## src/rtl/csi2rx_yuv422_10b_b2p.sv

```systemverilog
// CSI-2 RX byte-to-pixel unpacker for YUV422 10-bit payloads: folds 32-bit payload
// dwords into 5-byte groups and emits one U/Y0/V/Y1 quad per group with packet framing status.
module csi2rx_yuv422_10b_b2p #(
    parameter int CNT_W = 16
) (
    input  logic             clk,
    input  logic             rst_n,
    input  logic             yuv422_10b_convrn_enable,
    input  logic [31:0]      dw,
    input  logic             dw_vld,
    input  logic             pkt_start,
    input  logic             pkt_end,
    input  logic [1:0]       last_byte_cnt,
    output logic [39:0]      pix_data,
    output logic             pix_vld,
    output logic             pkt_done,
    output logic [CNT_W-1:0] grp_cnt,
    output logic             err_partial,
    output logic             err_seq
);

    typedef enum logic {IDLE, IN_PKT} state_t;

    state_t           st_q, st_d;
    logic [63:0]      buf_q, buf_d;
    logic [3:0]       lvl_q, lvl_d;
    logic [CNT_W-1:0] cnt_q, cnt_d;
    logic [39:0]      pix_data_q, pix_data_d;
    logic             pix_vld_q, pix_vld_d;
    logic             pkt_done_q, pkt_done_d;
    logic [CNT_W-1:0] grp_cnt_q, grp_cnt_d;
    logic             err_partial_q, err_partial_d;
    logic             err_seq_q, err_seq_d;

    logic [63:0]      base_buf, merged;
    logic [3:0]       base_lvl, tot;
    logic [CNT_W-1:0] base_cnt;
    logic [2:0]       nb;
    logic             accept;

    // Byte 4 of a group carries the two LSBs of each component, U in the lowest pair.
    function automatic logic [39:0] unpack_grp(input logic [39:0] g);
        logic [7:0] lsb;
        lsb = g[39:32];
        return {g[31:24], lsb[7:6], g[23:16], lsb[5:4], g[15:8], lsb[3:2], g[7:0], lsb[1:0]};
    endfunction

    function automatic logic [CNT_W-1:0] sat_inc(input logic [CNT_W-1:0] c);
        return (&c) ? c : c + 1'b1;
    endfunction

    function automatic logic [31:0] keep_bytes(input logic [31:0] w, input logic [2:0] n);
        logic [31:0] r;
        r = '0;
        for (int k = 0; k < 4; k++) begin
            if (3'(k) < n) r[8*k +: 8] = w[8*k +: 8];
        end
        return r;
    endfunction

    always_comb begin
        st_d          = st_q;
        buf_d         = buf_q;
        lvl_d         = lvl_q;
        cnt_d         = cnt_q;
        pix_data_d    = pix_data_q;
        pix_vld_d     = 1'b0;
        pkt_done_d    = 1'b0;
        grp_cnt_d     = grp_cnt_q;
        err_partial_d = 1'b0;
        err_seq_d     = 1'b0;
        base_buf      = buf_q;
        base_lvl      = lvl_q;
        base_cnt      = cnt_q;
        accept        = 1'b0;
        nb            = (pkt_end && last_byte_cnt != 2'd0) ? {1'b0, last_byte_cnt} : 3'd4;
        merged        = '0;
        tot           = '0;

        if (!yuv422_10b_convrn_enable) begin
            st_d       = IDLE;
            buf_d      = '0;
            lvl_d      = '0;
            cnt_d      = '0;
            pix_data_d = '0;
        end else if (dw_vld) begin
            // A pkt_start always opens a fresh packet, aborting any open one.
            if (pkt_start) begin
                accept   = 1'b1;
                base_buf = '0;
                base_lvl = '0;
                base_cnt = '0;
                st_d     = pkt_end ? IDLE : IN_PKT;
                if (st_q == IN_PKT) err_seq_d = 1'b1;
            end else if (st_q == IN_PKT) begin
                accept = 1'b1;
                if (pkt_end) st_d = IDLE;
            end else begin
                err_seq_d = 1'b1;
            end

            if (accept) begin
                merged = base_buf | ({32'b0, keep_bytes(dw, nb)} << {base_lvl, 3'b000});
                tot    = base_lvl + {1'b0, nb};
                if (tot >= 4'd5) begin
                    pix_data_d = unpack_grp(merged[39:0]);
                    pix_vld_d  = 1'b1;
                    merged     = merged >> 40;
                    tot        = tot - 4'd5;
                    base_cnt   = sat_inc(base_cnt);
                end
                if (pkt_end) begin
                    err_partial_d = (tot != 4'd0);
                    pkt_done_d    = 1'b1;
                    grp_cnt_d     = base_cnt;
                    buf_d         = '0;
                    lvl_d         = '0;
                    cnt_d         = '0;
                end else begin
                    buf_d = merged;
                    lvl_d = tot;
                    cnt_d = base_cnt;
                end
            end
        end
    end

    always_ff @(posedge clk or negedge rst_n) begin
        if (!rst_n) begin
            st_q          <= IDLE;
            buf_q         <= '0;
            lvl_q         <= '0;
            cnt_q         <= '0;
            pix_data_q    <= '0;
            pix_vld_q     <= 1'b0;
            pkt_done_q    <= 1'b0;
            grp_cnt_q     <= '0;
            err_partial_q <= 1'b0;
            err_seq_q     <= 1'b0;
        end else begin
            st_q          <= st_d;
            buf_q         <= buf_d;
            lvl_q         <= lvl_d;
            cnt_q         <= cnt_d;
            pix_data_q    <= pix_data_d;
            pix_vld_q     <= pix_vld_d;
            pkt_done_q    <= pkt_done_d;
            grp_cnt_q     <= grp_cnt_d;
            err_partial_q <= err_partial_d;
            err_seq_q     <= err_seq_d;
        end
    end

    assign pix_data    = pix_data_q;
    assign pix_vld     = pix_vld_q;
    assign pkt_done    = pkt_done_q;
    assign grp_cnt     = grp_cnt_q;
    assign err_partial = err_partial_q;
    assign err_seq     = err_seq_q;

endmodule
```

## config.mk

```make
export PLATFORM = sky130hd
export DESIGN_NAME = csi2rx_yuv422_10b_b2p
export DESIGN_NICKNAME = d
export VERILOG_FILES = /design/src/rtl/csi2rx_yuv422_10b_b2p.sv
export SDC_FILE = /design/constraint.sdc
export NUM_CORES = 1
export LEC_CHECK = 0
export ABC_AREA = 0
export ABC_CLOCK_PERIOD_IN_PS = 3700
export CAP_MARGIN = 30
export CORE_ASPECT_RATIO = 1.2
export CORE_MARGIN = 8
export CORE_UTILIZATION = 57
export CTS_CLUSTER_SIZE = 28
export DETAILED_ROUTE_END_ITERATION = 8
export PLACE_DENSITY_LB_ADDON = 0.12
export SLEW_MARGIN = 20
export SYNTH_ARGS = -nofsm -noshare
export SYNTH_HDL_FRONTEND = slang
export SYNTH_SLANG_ARGS = --single-unit
```

## constraint.sdc

```tcl
create_clock -name clk -period 3.7 [get_ports clk]
set_input_delay 1.11 -clock clk [delete_from_list [all_inputs] [get_ports clk]]
set_output_delay 1.11 -clock clk [all_outputs]
set_load 0.005 [all_outputs]
```

==> key figures <==
Logic synthesis
  – Mapped Nets: 959
  – Dominant synthesized flop cell: dfrtp_1
  – Number of synthesized register bits: 145
  – Post-synth EDFFs: 0
  – Area of the mapped netlist: 8351 um^2
  – Post-Synthesis Cells: 912
  – Yosys cell types: 71
  – Register area share after synthesis: 43.45%
  – Warnings, synthesis: 0
  – Ys async rst share: 100.0%
  – Mean Syn Cell Area: 9.156 um^2

Power and ir drop
  – Clock power share: 46.3%
  – Sw frac: 27.07%
  – Comb pwr share: 17.3%
  – Int Power: 3318 uW
  – Worst vdd ir: 0.3035 mV
  – Pwr dens: 418.2 nW/um^2
  – NetSw: 1232 uW
  – Flop pwr share: 36.4%
  – LEAKAGE: 0.004722 uW

Worst setup path
  – Crit-path cells: clkdlybuf4s50_1 -> o21a_1 -> inv_2 -> ha_2 -> or3b_1 -> a21oi_2 -> a21o_1 -> buf_4 -> o31a_1 -> buf_12 -> buf_4 -> and4_1 -> a211o_1
  – Startpoint type of the worst setup path: primary input
  – Slowest-stage cell, CP: clkdlybuf4s50_1
  – Critical path class: primary input to flip-flop
  – Crit path required time: 4.02 ns
  – Slowest stage delay, CP: 0.56 ns
  – CP arrival: 3.95 ns
  – Crit Reg-Reg Startpoint: lvl_q[2]
  – Crit path from: last_byte_cnt[1]
  – Reg2reg setup slack: 0.39 ns
  – CP endpoint: cnt_q[13]
  – R2r endpoint: cnt_q[6]
  – CP dominant cell by count: buf_4
  – CP endpoint kind: flip-flop
  – Crit-path max FO: 13
  – Reg2Reg Depth: 11

Hold path
  – Worst hold path class: flip-flop to flip-flop

Route
  – DRT antenna net count: 0
  – Number of remaining DRC errors: 1
  – DRT Pass-1 Iters: 9
  – Initial DRC Count: 977
  – Vias: 8815
  – Routed vias/inst: 7.092
  – Wirelength, routed: 30.97 mm
  – Wire length per cell: 24.92 um

CTS
  – H-Tree Depth: 4
  – Worst-skew pair later-pin latency: 0.43 ns
  – CTS tree: done
  – Total CTS buffers: 17
  – Clock root cell: clkbuf_16
  – CTS hold repair buffers: 0
  – CTS sink cnt: 145
  – Clock buffer depth: 2
  – Clk pin slew, worst setup/hold paths: 0.06 ns

Final layout
  – Final Non-Filler Cells: 1243
  – # fillers: 971
  – Cell area after layout: 10880 um^2
  – Final #Nets: 1102
  – Seq. cell area: 3628 um^2
  – Area of the multi-input gates: 4407 um^2
  – Ant. Diodes: 0
  – Syn-to-layout area delta: 30.28%
  – Share of layout cells above drive strength 1: 15.17%

Global route
  – Vias in the first global route: 8918
  – Global-route wire length before repair: 49.00 mm
  – Largest net degree at the start of global routing: 78
  – Total GRT Usage: 33.37%
  – GR Overflow Total: 0
  – Initial antenna violation count: 0

Status
  – Status: finished with violations
  – Failing checks: DRC

Floorplanning
  – I/O pin count: 100
  – Core Box Area: 14350 um^2
  – Die width: 126.5 um
  – Die area: 18800 um^2
  – Rows: 48
  – Die H: 148.6 um
  – Initial Util: 58.18%

Place
  – DP Wirelength: 21.51 mm
  – Dpl cell area: 10120 um^2
  – IO Port Bufs: 99
  – Dpl ws: -0.3405 ns
  – Dpl cells: 1210
  – GPL Wtd Cong: 0.9775

STA
  – Max transition margin: 29.37%
  – Peak Freq: 0.2753 GHz
  – Slew @ Worst Pin: 1.051 ns
  – Final Hold Vio Count: 0
  – Clock skew: 0.006924 ns
  – Endpoints failing setup: 0
  – Setup TNS: 0 ns
  – Final worst-path cycle share: 98.16%
  – Min Hold Slack: 0.4683 ns
  – Final Critical Period: 3.632 ns
  – Pins over their slew limit: 0
  – Slack of the critical path: 0.06794 ns
  – RSZ-0062 raised after global routing: false

Run
  – Total of max-cap violations: 0
## synth_stat cells (9+ instances only)
cell       instances  area, um^2
buf_2             16       80.08
a22o_1            59       516.8
and3_1             9       56.30
and2_1            13       81.33
nand3_1           32       160.2
dfrtp_1          145        3628
a221oi_1          23       201.4
o22ai_1           17       106.4
o2bb2ai_1         23       201.4
clkbuf_1          45       168.9
o21ai_1           47       235.2
mux2_2             9       101.4
nor3_1            14       70.07
o21ai_0            9       45.04
nand2_1          100       375.4
mux2i_1           23       230.2
nand4_1           10       62.56
nor2b_1           17       106.4
inv_1             21       78.83
nor2_1            47       176.4
a21oi_1           70       350.3
## routing by layer
| metal | vias to the layer above | track usage [%] | share of wire (%) |
|---|---|---|---|
| met5 | - | 0 | 0 |
| met4 | 0 | 21.82 | 6.5 |
| met3 | 175 | 7.629 | 9.0 |
| met2 | 642 | 55.93 | 48 |
| met1 | 4241 | 37.60 | 36 |
| li1 | 3757 | - | - |
## worst min path at each step
stage	startpoint	endpoint	slack, ns	cells past startpoint
after global routing	grp_cnt[10]	grp_cnt[10]	0.49	2
after global placement	grp_cnt[10]	grp_cnt[10]	0.45	2
after floorplan	buf_q[61]	buf_q[61]	0.44	2
after CTS	grp_cnt[8]	grp_cnt[8]	0.47	2
final	grp_cnt[8]	grp_cnt[8]	0.47	2
after detailed placement	grp_cnt[8]	grp_cnt[8]	0.45	2
## flip-flops by register name, indices dropped and copies added, names as in the netlist, 4 cells and up
| name | cells |
|---|---|
| buf_q | 64 |
| cnt_q | 16 |
| grp_cnt | 16 |
| lvl_q | 4 |
| pix_data | 40 |
## cell usage in the layout, fill, tap and decap left out, types with 9 or more instances in the layout
cell	n
and2_1	12
clkdlybuf4s50_1	96
nand3_1	32
nor3_1	14
a221oi_1	23
dfrtp_1	145
o2bb2ai_1	23
o22ai_1	17
mux2_2	9
nand4_1	10
nor2b_1	17
a22o_1	59
clkbuf_16	17
a21oi_1	68
o21ai_1	47
nand2_1	100
mux2i_1	22
inv_1	20
buf_4	87
o21ai_0	9
nor2_1	47
## stage by stage
step	utilization, %	power (uW)
finish	75.79	4550
global route	75.79	4654
CTS	75.44	4516
detailed placement	70.49	2434
global placement	70.49	2409
floorplan	-	2058
## final cells by class
class                      instances  area share (%)
clock buffer                      18           4.037
clock inverter                    14           2.496
inverter                          25          0.8856
multi-input combinational        671           40.51
sequential                       145           33.35
tap                              175           2.013
timing repair buffer             195           16.71
## kinds of logic (layout without fill, tap and decap cells)
family	after synthesis	after routing	share of synthesized area (%)
adder cells (fa/ha/maj)	7	7	1.049
flip-flops	145	145	43.45
XOR/XNOR	8	8	0.8391
AO/OA/AOI/OAI	347	347	29.77
AND/OR/NAND/NOR	277	277	16.14
buffers and inverters	96	252	4.780
multiplexers	32	32	3.971
## worst max-delay path: cells and delay by family
| family | cells | cell delay [ns] |
|---|---|---|
| AND/OR/NAND/NOR | 2 | 0.32 |
| AO/OA/AOI/OAI | 5 | 1.04 |
| buffers and inverters | 5 | 1.10 |
| adder cells (fa/ha/maj) | 1 | 0.38 |
## timing repair
action                     in CTS  in global routing
gates resized for setup         0                  9
buffers inserted                0                  1
setup endpoints to repair       0                 76
## power by group through the flow
stage                     Sequential [uW]  Clock (uW)  Combinational, uW
after floorplan                      1680           0                376
after global placement               1680           0                727
after detailed placement             1680           0                749
after CTS                            1660        2100                758
after global routing                 1660        2160                833
final                                1660        2110                786
Note: power is estimated with default switching activity, not from simulation.
